`src/rtl/instr_fetch_unit.sv`:
```
// Fetch stage: issues word requests to instruction memory, queues returned words
// with their PCs, and presents the head entry pre-split into cond/op/funct.
module instr_fetch_unit #(
    parameter int          QUEUE_DEPTH = 4,
    parameter logic [31:0] RESET_PC    = 32'h00000000
) (
    input  logic        clk,
    input  logic        rst,
    output logic        imem_req,
    output logic [31:0] imem_addr,
    input  logic        imem_ack,
    input  logic [31:0] imem_rdata,
    input  logic        pc_src,
    input  logic [31:0] branch_target,
    input  logic        decode_ready,
    output logic        instr_valid,
    output logic [31:0] instr,
    output logic [31:0] instr_pc,
    output logic [3:0]  cond,
    output logic [1:0]  op,
    output logic [5:0]  funct
);
    localparam int PW = $clog2(QUEUE_DEPTH);

    // IDLE: nothing outstanding; WAIT: response will be kept; DROP: response is stale
    typedef enum logic [1:0] {IDLE, WAIT, DROP} state_t;

    state_t        state;
    state_t        state_next;
    logic [31:0]   fetch_pc;
    logic [31:0]   pc_mem   [QUEUE_DEPTH];
    logic [31:0]   word_mem [QUEUE_DEPTH];
    logic [PW-1:0] rd_ptr;
    logic [PW-1:0] wr_ptr;
    logic [PW:0]   count;
    logic          outstanding;
    logic          space;
    logic          issue;
    logic          push;
    logic          pop;
    logic          head_valid;

    // The credit check counts the outstanding request so its response always has a slot.
    assign outstanding = (state != IDLE);
    assign space       = (count + (PW+1)'(outstanding)) < (PW+1)'(QUEUE_DEPTH);
    assign issue       = (state == IDLE) && space && !pc_src && !rst;
    assign push        = (state == WAIT) && imem_ack && !pc_src;
    assign pop         = (count != '0) && decode_ready && !pc_src;

    always_comb begin
        state_next = state;
        case (state)
            IDLE: if (issue) state_next = WAIT;
            WAIT: begin
                if (imem_ack)    state_next = IDLE;
                else if (pc_src) state_next = DROP;
            end
            DROP: if (imem_ack) state_next = IDLE;
            default: state_next = IDLE;
        endcase
    end

    always_ff @(posedge clk) begin
        if (rst) begin
            state    <= IDLE;
            fetch_pc <= RESET_PC;
            rd_ptr   <= '0;
            wr_ptr   <= '0;
            count    <= '0;
        end else begin
            state <= state_next;
            if (pc_src)
                fetch_pc <= {branch_target[31:2], 2'b00};
            else if (push)
                fetch_pc <= fetch_pc + 32'd4;

            // A redirect flushes the queue and overrides any same-cycle push or pop.
            if (pc_src) begin
                rd_ptr <= '0;
                wr_ptr <= '0;
                count  <= '0;
            end else begin
                if (push) wr_ptr <= wr_ptr + PW'(1);
                if (pop)  rd_ptr <= rd_ptr + PW'(1);
                case ({push, pop})
                    2'b10:   count <= count + (PW+1)'(1);
                    2'b01:   count <= count - (PW+1)'(1);
                    default: count <= count;
                endcase
            end
        end
    end

    always_ff @(posedge clk) begin
        if (push) begin
            pc_mem[wr_ptr]   <= fetch_pc;
            word_mem[wr_ptr] <= imem_rdata;
        end
    end

    assign head_valid  = (count != '0) && !rst;
    assign imem_req    = issue;
    assign imem_addr   = rst ? 32'h0 : fetch_pc;
    assign instr_valid = head_valid;
    assign instr       = head_valid ? word_mem[rd_ptr] : 32'h0;
    assign instr_pc    = head_valid ? pc_mem[rd_ptr] : 32'h0;
    assign cond        = instr[31:28];
    assign op          = instr[27:26];
    assign funct       = instr[25:20];
endmodule
```
`config.mk`:
```
export PLATFORM = sky130hd
export DESIGN_NAME = instr_fetch_unit
export DESIGN_NICKNAME = d
export VERILOG_FILES = /design/src/rtl/instr_fetch_unit.sv
export SDC_FILE = /design/constraint.sdc
export NUM_CORES = 1
export LEC_CHECK = 0
export CAP_MARGIN = 30
export CORE_ASPECT_RATIO = 0.75
export CORE_UTILIZATION = 40
export CTS_CLUSTER_SIZE = 28
export DETAILED_ROUTE_END_ITERATION = 10
export GPL_TIMING_DRIVEN = 0
export PLACE_DENSITY = 0.67
export SYNTH_ARGS = -nofsm -noshare
export SYNTH_HDL_FRONTEND = slang
export SYNTH_SLANG_ARGS = --single-unit
```
`constraint.sdc`:
```
create_clock -name clk -period 3.6 [get_ports clk]
set_input_delay 1.08 -clock clk [delete_from_list [all_inputs] [get_ports clk]]
set_output_delay 1.08 -clock clk [all_outputs]
set_load 0.02 [all_outputs]
```
==> results of run 1 <==
-- cells by family (layout without fill, tap and decap cells) --
logic type / count (synthesis) / count (layout) / share of synthesized area, %
xor gates and xnor gates: 14 / 14 / 1.03
DFF: 289 / 289 / 69.2
other: 1 / 4 / 0.0314
AOI/OAI and AO/OA: 56 / 56 / 3.49
adders and majority gates: 7 / 7 / 0.796
muxes: 65 / 65 / 11.9
buffers and inverters: 72 / 299 / 2.87
and+or+nand+nor: 224 / 224 / 10.6
-- worst max-delay path, delay by kind of cell --
kind / cells / cell delay [ns]
simple gates: 2 / 0.29
buf+inv: 3 / 1.11
-- cells in the final DEF (no fill, tap or decap), types with 10 or more instances in the layout --
master and n:
clkbuf_16 27, and2_1 64, dlygate4sd2_1 81, nor2b_1 27, a311oi_1 11, edfxtp_1 248
clkdlybuf4s50_1 67, clkbuf_2 19, xnor2_1 10, buf_4 25, mux4_2 62, inv_1 18
dfxtp_1 39, nand3_1 10, nand2_1 14, nor2_1 50
-- where the power goes --
part / switching [mW] / internal (mW)
Clock: 1.20 / 1.61
Sequential: 0.0639 / 3.67
Combinational: 0.157 / 0.147
Total: 1.42 / 5.43
-- metrics by stage --
stage | hold WS, ns | std cells | instance area [sq um] | setup TNS, ns | total power [mW]
after floorplan | 0.480 | 731 | 12000 | 0 | 3.93
after global routing | 0.571 | 1350 | 15100 | 0 | 7.08
after CTS | 0.541 | 1348 | 15100 | 0 | 6.92
after global placement | 0.504 | 1295 | 14200 | -591.31 | 4.11
final | 0.545 | 1350 | 15100 | 0 | 6.85
after detailed placement | 0.517 | 1300 | 14300 | -96.73 | 4.12
-- path summary, 6_finish.rpt --
path / start / endpoint / depth (start not counted)
worst max-delay path: rst / instr_pc[31] / 5
worst min-delay path: rd_ptr[1] / flip-flop / 2
worst max register to register: fetch_pc[2] / fetch_pc[26] / 5
worst min register to register: rd_ptr[1] / flip-flop / 2
-- repair_timing --
item | 4_1_cts | 5_1_grt
resized for setup | 153 | 37
buffers inserted | 1 | 2
hold buffers | 0 | 0
pin swaps | 1 | 0
setup endpoints to repair | 105 | 23
-- area by class of cell --
cell class	instances	area, sq um	area share [%]
multi-input combinational	370	3380	22.3
buffer	50	342	2.26
clock inverter	18	164	1.08
inverter	19	71.3	0.472
timing repair buffer	180	1700	11.3
sequential	289	8270	54.7
clock buffer	32	704	4.66
tap	392	490	3.24
-- state kept, by name (all words and copies together) (netlist names), named ones only --
| name | flops |
|---|---|
| count | 3 |
| wr_ptr | 2 |
| word_mem | 128 |
| fetch_pc | 30 |
| pc_mem | 120 |
| rd_ptr | 2 |
| state | 2 |
-- per-layer routing --
metal	track usage (%)	up-vias	share of wire, %
met3	3.53	36	6.8
met4	3.45	0	1.5
met2	28.9	277	45
met5	0	-	0
li1	-	3232	-
met1	26.8	3552	47
==> results.sh, run 1 <==
export IMPL_yosysWarnings=0
export IMPL_slowest_stage="clkdlybuf4s50_1"
export IMPL_slowest_delay_ns=0.63
export IMPL_worstMarginPinSlew_ns=0.976
export IMPL_slew_viol_final=0
export IMPL_drt_iter0_drc=577
export IMPL_ys_seq_elements=289
export IMPL_yosysTopAreaCell="edfxtp_1"
export IMPL_setup_slack_ns=0.0393
export IMPL_setup_viol=0
export IMPL_cp_arrival_ns=2.48
export IMPL_synth_area_sq_um=11900
export IMPL_grt_pass1_vias=7246
export IMPL_die_x_um=202
export IMPL_synthFlopType="edfxtp_1"
export IMPL_syn_inst=728
export IMPL_place_detailed_hpwl_mm=18.2
export IMPL_async_flop_share_pct=0
export IMPL_antenna_found_initial=0
export IMPL_drive_gt1_share_pct=19.0
export IMPL_diodes=0
export IMPL_antenna_left=0
export IMPL_dieHeight_um=152
export IMPL_wl_mm=27.6
export IMPL_ys_types=51
export IMPL_period_needed_ns=3.56
export IMPL_hold_viol=0
export IMPL_max_cap_violations=0
export IMPL_root_buffer="clkbuf_16"
export IMPL_synth_most_common_cell="edfxtp_1"
export IMPL_crit_fanout=5
export IMPL_finClkSkew_ns=0.0321
export IMPL_drc=0
export IMPL_clk_pin_slew_ns=0.07
export IMPL_synth_top_cell_area_share_pct=62.3
export IMPL_grt_use_total_pct=18.4
export IMPL_startpoint_type="input pin"
export IMPL_grt_max_degree=55
export IMPL_reg2reg_slack_ns=1.18
export IMPL_ios=179
export IMPL_numCtsBuffers=27
export IMPL_port_buffers=172
export IMPL_wl_per_cell_um=20.5
export IMPL_gp_congestion=0.838
export IMPL_die_area_sq_um=30600
export IMPL_max_slew_margin_rel_pct=34.4
export IMPL_num_vias=7097
export IMPL_path_class="input pin to output pin"
export IMPL_ys_seq_area_share_pct=69.2
export IMPL_fin_crit_sh_pct=98.9
export IMPL_gr_total_overflow=0
export IMPL_area_delta_synth_final_pct=26.6
export IMPL_min_path_type="flip-flop to flip-flop"
export IMPL_cts_sinks=289
export IMPL_crit_chain="dlygate4sd2_1 -> nor2_4 -> buf_6 -> and2_1 -> clkdlybuf4s50_1"
export IMPL_p_leak_nw=5.38
export IMPL_clock_path_buffers=3
export IMPL_viasPerCell=5.26
export IMPL_fillers=2432
export IMPL_place_ws_ns=-1.29
export IMPL_avgSynthCellArea_sq_um=16.4
export IMPL_outcome="completed"
export IMPL_ys_top_cells_by_area="edfxtp_1 (62%), mux4_2 (12%), dfxtp_1 (6.9%)"
export IMPL_htreeDepth=1
export IMPL_synth_common_cells="edfxtp_1 (248), and2_1 (68), mux4_2 (62)"
export IMPL_cp_data_required_time_ns=2.52
export IMPL_fp_row_count=54
export IMPL_rsz0062_at_grt="false"
export IMPL_synth_edf_count=248
export IMPL_end_kind="output pin"
export IMPL_core_sq_um=29300
export IMPL_drt_pass1_iterations=5
export IMPL_vdd_drop_max_v=0.000261
export IMPL_final_net_count=1013
export IMPL_initial_core_util_pct=40.8
export IMPL_cts_tree="built"
export IMPL_grt_pass1_wl_mm=42.7
export IMPL_utilization_pct=51.7
export IMPL_fmax_mhz=281
export IMPL_powerDensity_nw_per_um2=453
export IMPL_worstSkewPairLatency_ns=0.55
(Power assumes the default switching activity.)
==> run 2, diff against run 1 <==
Settings changed: CORE_MARGIN set to 2.
==> run 2 against run 1 <==
Critical path type unchanged. Final cell count fell by 0.15%. Die area rose by 2.3%. Critical path depth did not move. Via count barely moved. Maximum frequency rose by 1.5%. Clock skew fell by 0.025 ns. First-iteration DRC count fell by 14%. Sequential share of layout area fell by 0.059 points. Worst setup slack improved by 0.054 ns. Non-clock buffer count fell by 3.
==> results.sh, run 2 (synthesized netlist as in run 1, its figures left out) <==
export IMPL_drc=0
export IMPL_drive_gt1_share_pct=20.0
export IMPL_cts_hold_buf=0
export IMPL_p_sw_mw=1.43
export IMPL_internal_power_mw=5.59
export IMPL_crit_fanout=10
export IMPL_slew_viol_final=0
export IMPL_end_kind="output pin"
export IMPL_period_needed_ns=3.51
export IMPL_drt_iter0_drc=494
export IMPL_fillers=2485
export IMPL_grt_use_total_pct=17.6
export IMPL_clk_pin_slew_ns=0.06
export IMPL_final_common_cell="edfxtp_1"
export IMPL_cp_data_required_time_ns=2.52
export IMPL_path_common_cell="dlygate4sd2_1"
export IMPL_powerDensity_nw_per_um2=464
export IMPL_p_leak_nw=5.37
export IMPL_wl_per_cell_um=20.6
export IMPL_cts_sinks=289
export IMPL_regMostFlops="word_mem"
export IMPL_path_class="input pin to output pin"
export IMPL_area_delta_synth_final_pct=26.7
export IMPL_reg_largest_list="word_mem: 128 flops, pc_mem: 120 flops, fetch_pc: 30 flops"
export IMPL_slowest_stage="dlygate4sd2_1"
export IMPL_ios=179
export IMPL_hold_viol=0
export IMPL_antenna_left=0
export IMPL_die_x_um=204
export IMPL_largest_register_ffs=128
export IMPL_slowest_delay_ns=0.36
export IMPL_finClkSkew_ns=0.00718
export IMPL_initial_core_util_pct=40.8
export IMPL_place_ws_ns=-0.951
export IMPL_setup_viol=0
export IMPL_max_slew_margin_rel_pct=38.8
export IMPL_min_path_type="flip-flop to flip-flop"
export IMPL_vdd_drop_max_v=0.000324
export IMPL_worstSkewPairLatency_ns=0.53
export IMPL_startpoint_type="input pin"
export IMPL_grt_pass1_vias=7089
export IMPL_place_detailed_hpwl_mm=18.4
export IMPL_fmax_mhz=285
export IMPL_gr_total_overflow=0
export IMPL_numCtsBuffers=29
export IMPL_core_sq_um=29300
export IMPL_utilization_pct=51.8
export IMPL_worstMarginPinSlew_ns=0.910
export IMPL_max_cap_violations=0
export IMPL_final_net_count=1012
export IMPL_gp_congestion=0.832
export IMPL_fin_cells=1348
export IMPL_fp_row_count=54
export IMPL_placedCellCount=1300
export IMPL_viasPerCell=5.26
export IMPL_cts_tree="built"
export IMPL_grt_max_degree=57
export IMPL_outcome="completed"
export IMPL_fin_crit_sh_pct=97.4
export IMPL_clockPowerShare_pct=42.4
export IMPL_combPwrFrac_pct=4.3
export IMPL_crit_chain="dlygate4sd2_1 -> clkbuf_2 -> clkbuf_4 -> nor2b_1 -> dlygate4sd2_1"
export IMPL_die_area_sq_um=31300
export IMPL_rsz0062_at_grt="false"
export IMPL_switching_share_pct=20.4
export IMPL_dieHeight_um=154
export IMPL_setup_slack_ns=0.0935
export IMPL_num_vias=7091
export IMPL_clock_path_buffers=3
export IMPL_htreeDepth=1
export IMPL_post_cts_repair_setup_buffers=0
export IMPL_most_common_layout_cells="edfxtp_1 (248), dlygate4sd2_1 (78), clkdlybuf4s50_1 (67), and2_1 (64), mux4_2 (62)"
export IMPL_seqPwrFrac_pct=53.2
export IMPL_grt_pass1_wl_mm=42.2
export IMPL_cp_arrival_ns=2.43
export IMPL_antenna_found_initial=0
export IMPL_wl_mm=27.8
export IMPL_port_buffers=172
export IMPL_drt_pass1_iterations=5
export IMPL_root_buffer="clkbuf_16"
export IMPL_diodes=0
export IMPL_power_total_mw=7.02
[run 2: changes by cell type in the layout (fill, tap and decap cells not counted), sizes merged]
cell | previous run | this run
buf | 41 | 43
clkbuf | 63 | 71
clkdlybuf4s15 | 8 | 5
clkinv | 13 | 8
dlygate4sd2 | 81 | 78
dlymetal6s2s | 2 | 1
[run 2: timing repair]
action | CTS | global route
gates resized for setup | 158 | 38
setup endpoints to repair | 105 | 37
gates cloned | 0 | 0
pin swaps | 1 | 0
[run 2: cell type report]
class / count / area [sq um] / share of cell area (%)
plain buffers: 50 / 325 / 2.15
clock buffers: 38 / 800 / 5.28
clock inverters: 13 / 146 / 0.967
inverters: 19 / 71.3 / 0.471
multi-input cells: 370 / 3380 / 22.3
flip-flops and latches: 289 / 8270 / 54.6
well taps: 392 / 490 / 3.24
repair buffers: 177 / 1660 / 11.0
[run 2: critical path, delay by kind of cell]
kind | cells | cell delay [ns]
buffers and inverters | 4 | 1.12
AND/OR/NAND/NOR | 1 | 0.22
[run 2: stage by stage]
step	hold slack (ns)	TNS, ns	cell area [sq um]
2_1_floorplan	0.480	0	12000
3_3_place_gp	0.505	-589.35	14200
6_report	0.521	0	15100
4_1_cts	0.524	0	15200
3_5_place_dp	0.511	-75.94	14300
5_1_grt	0.561	0	15100
[run 2: path summary, 6_finish.rpt]
| path | slack (ns) | endpoint | cells after the start | start |
|---|---|---|---|---|
| worst max-delay path | 0.09 | imem_addr[17] | 5 | rst |
| worst min-delay path | 0.52 | count[1] | 2 | count[1] |
| worst max register to register | 1.23 | fetch_pc[30] | 5 | fetch_pc[2] |
| worst min register to register | 0.52 | count[1] | 2 | count[1] |
[run 2: power groups by stage]
| stage | registers, mW | logic (mW) | clock network, mW |
|---|---|---|---|
| after floorplan | 3.79 | 0.140 | 0 |
| after global placement | 3.81 | 0.305 | 0 |
| after detailed placement | 3.81 | 0.313 | 0 |
| after CTS | 3.74 | 0.304 | 3.05 |
| after global routing | 3.74 | 0.326 | 3.17 |
| final | 3.74 | 0.304 | 2.98 |
[run 2: routing by layer]
metal  up-vias  GRT usage [%]  wire (um)
li1       3226              -          -
met1      3578           26.1      12800
met2       253           27.2      12600
met3        34           3.50       1980
met4         0           3.44        417
met5         -              0          0
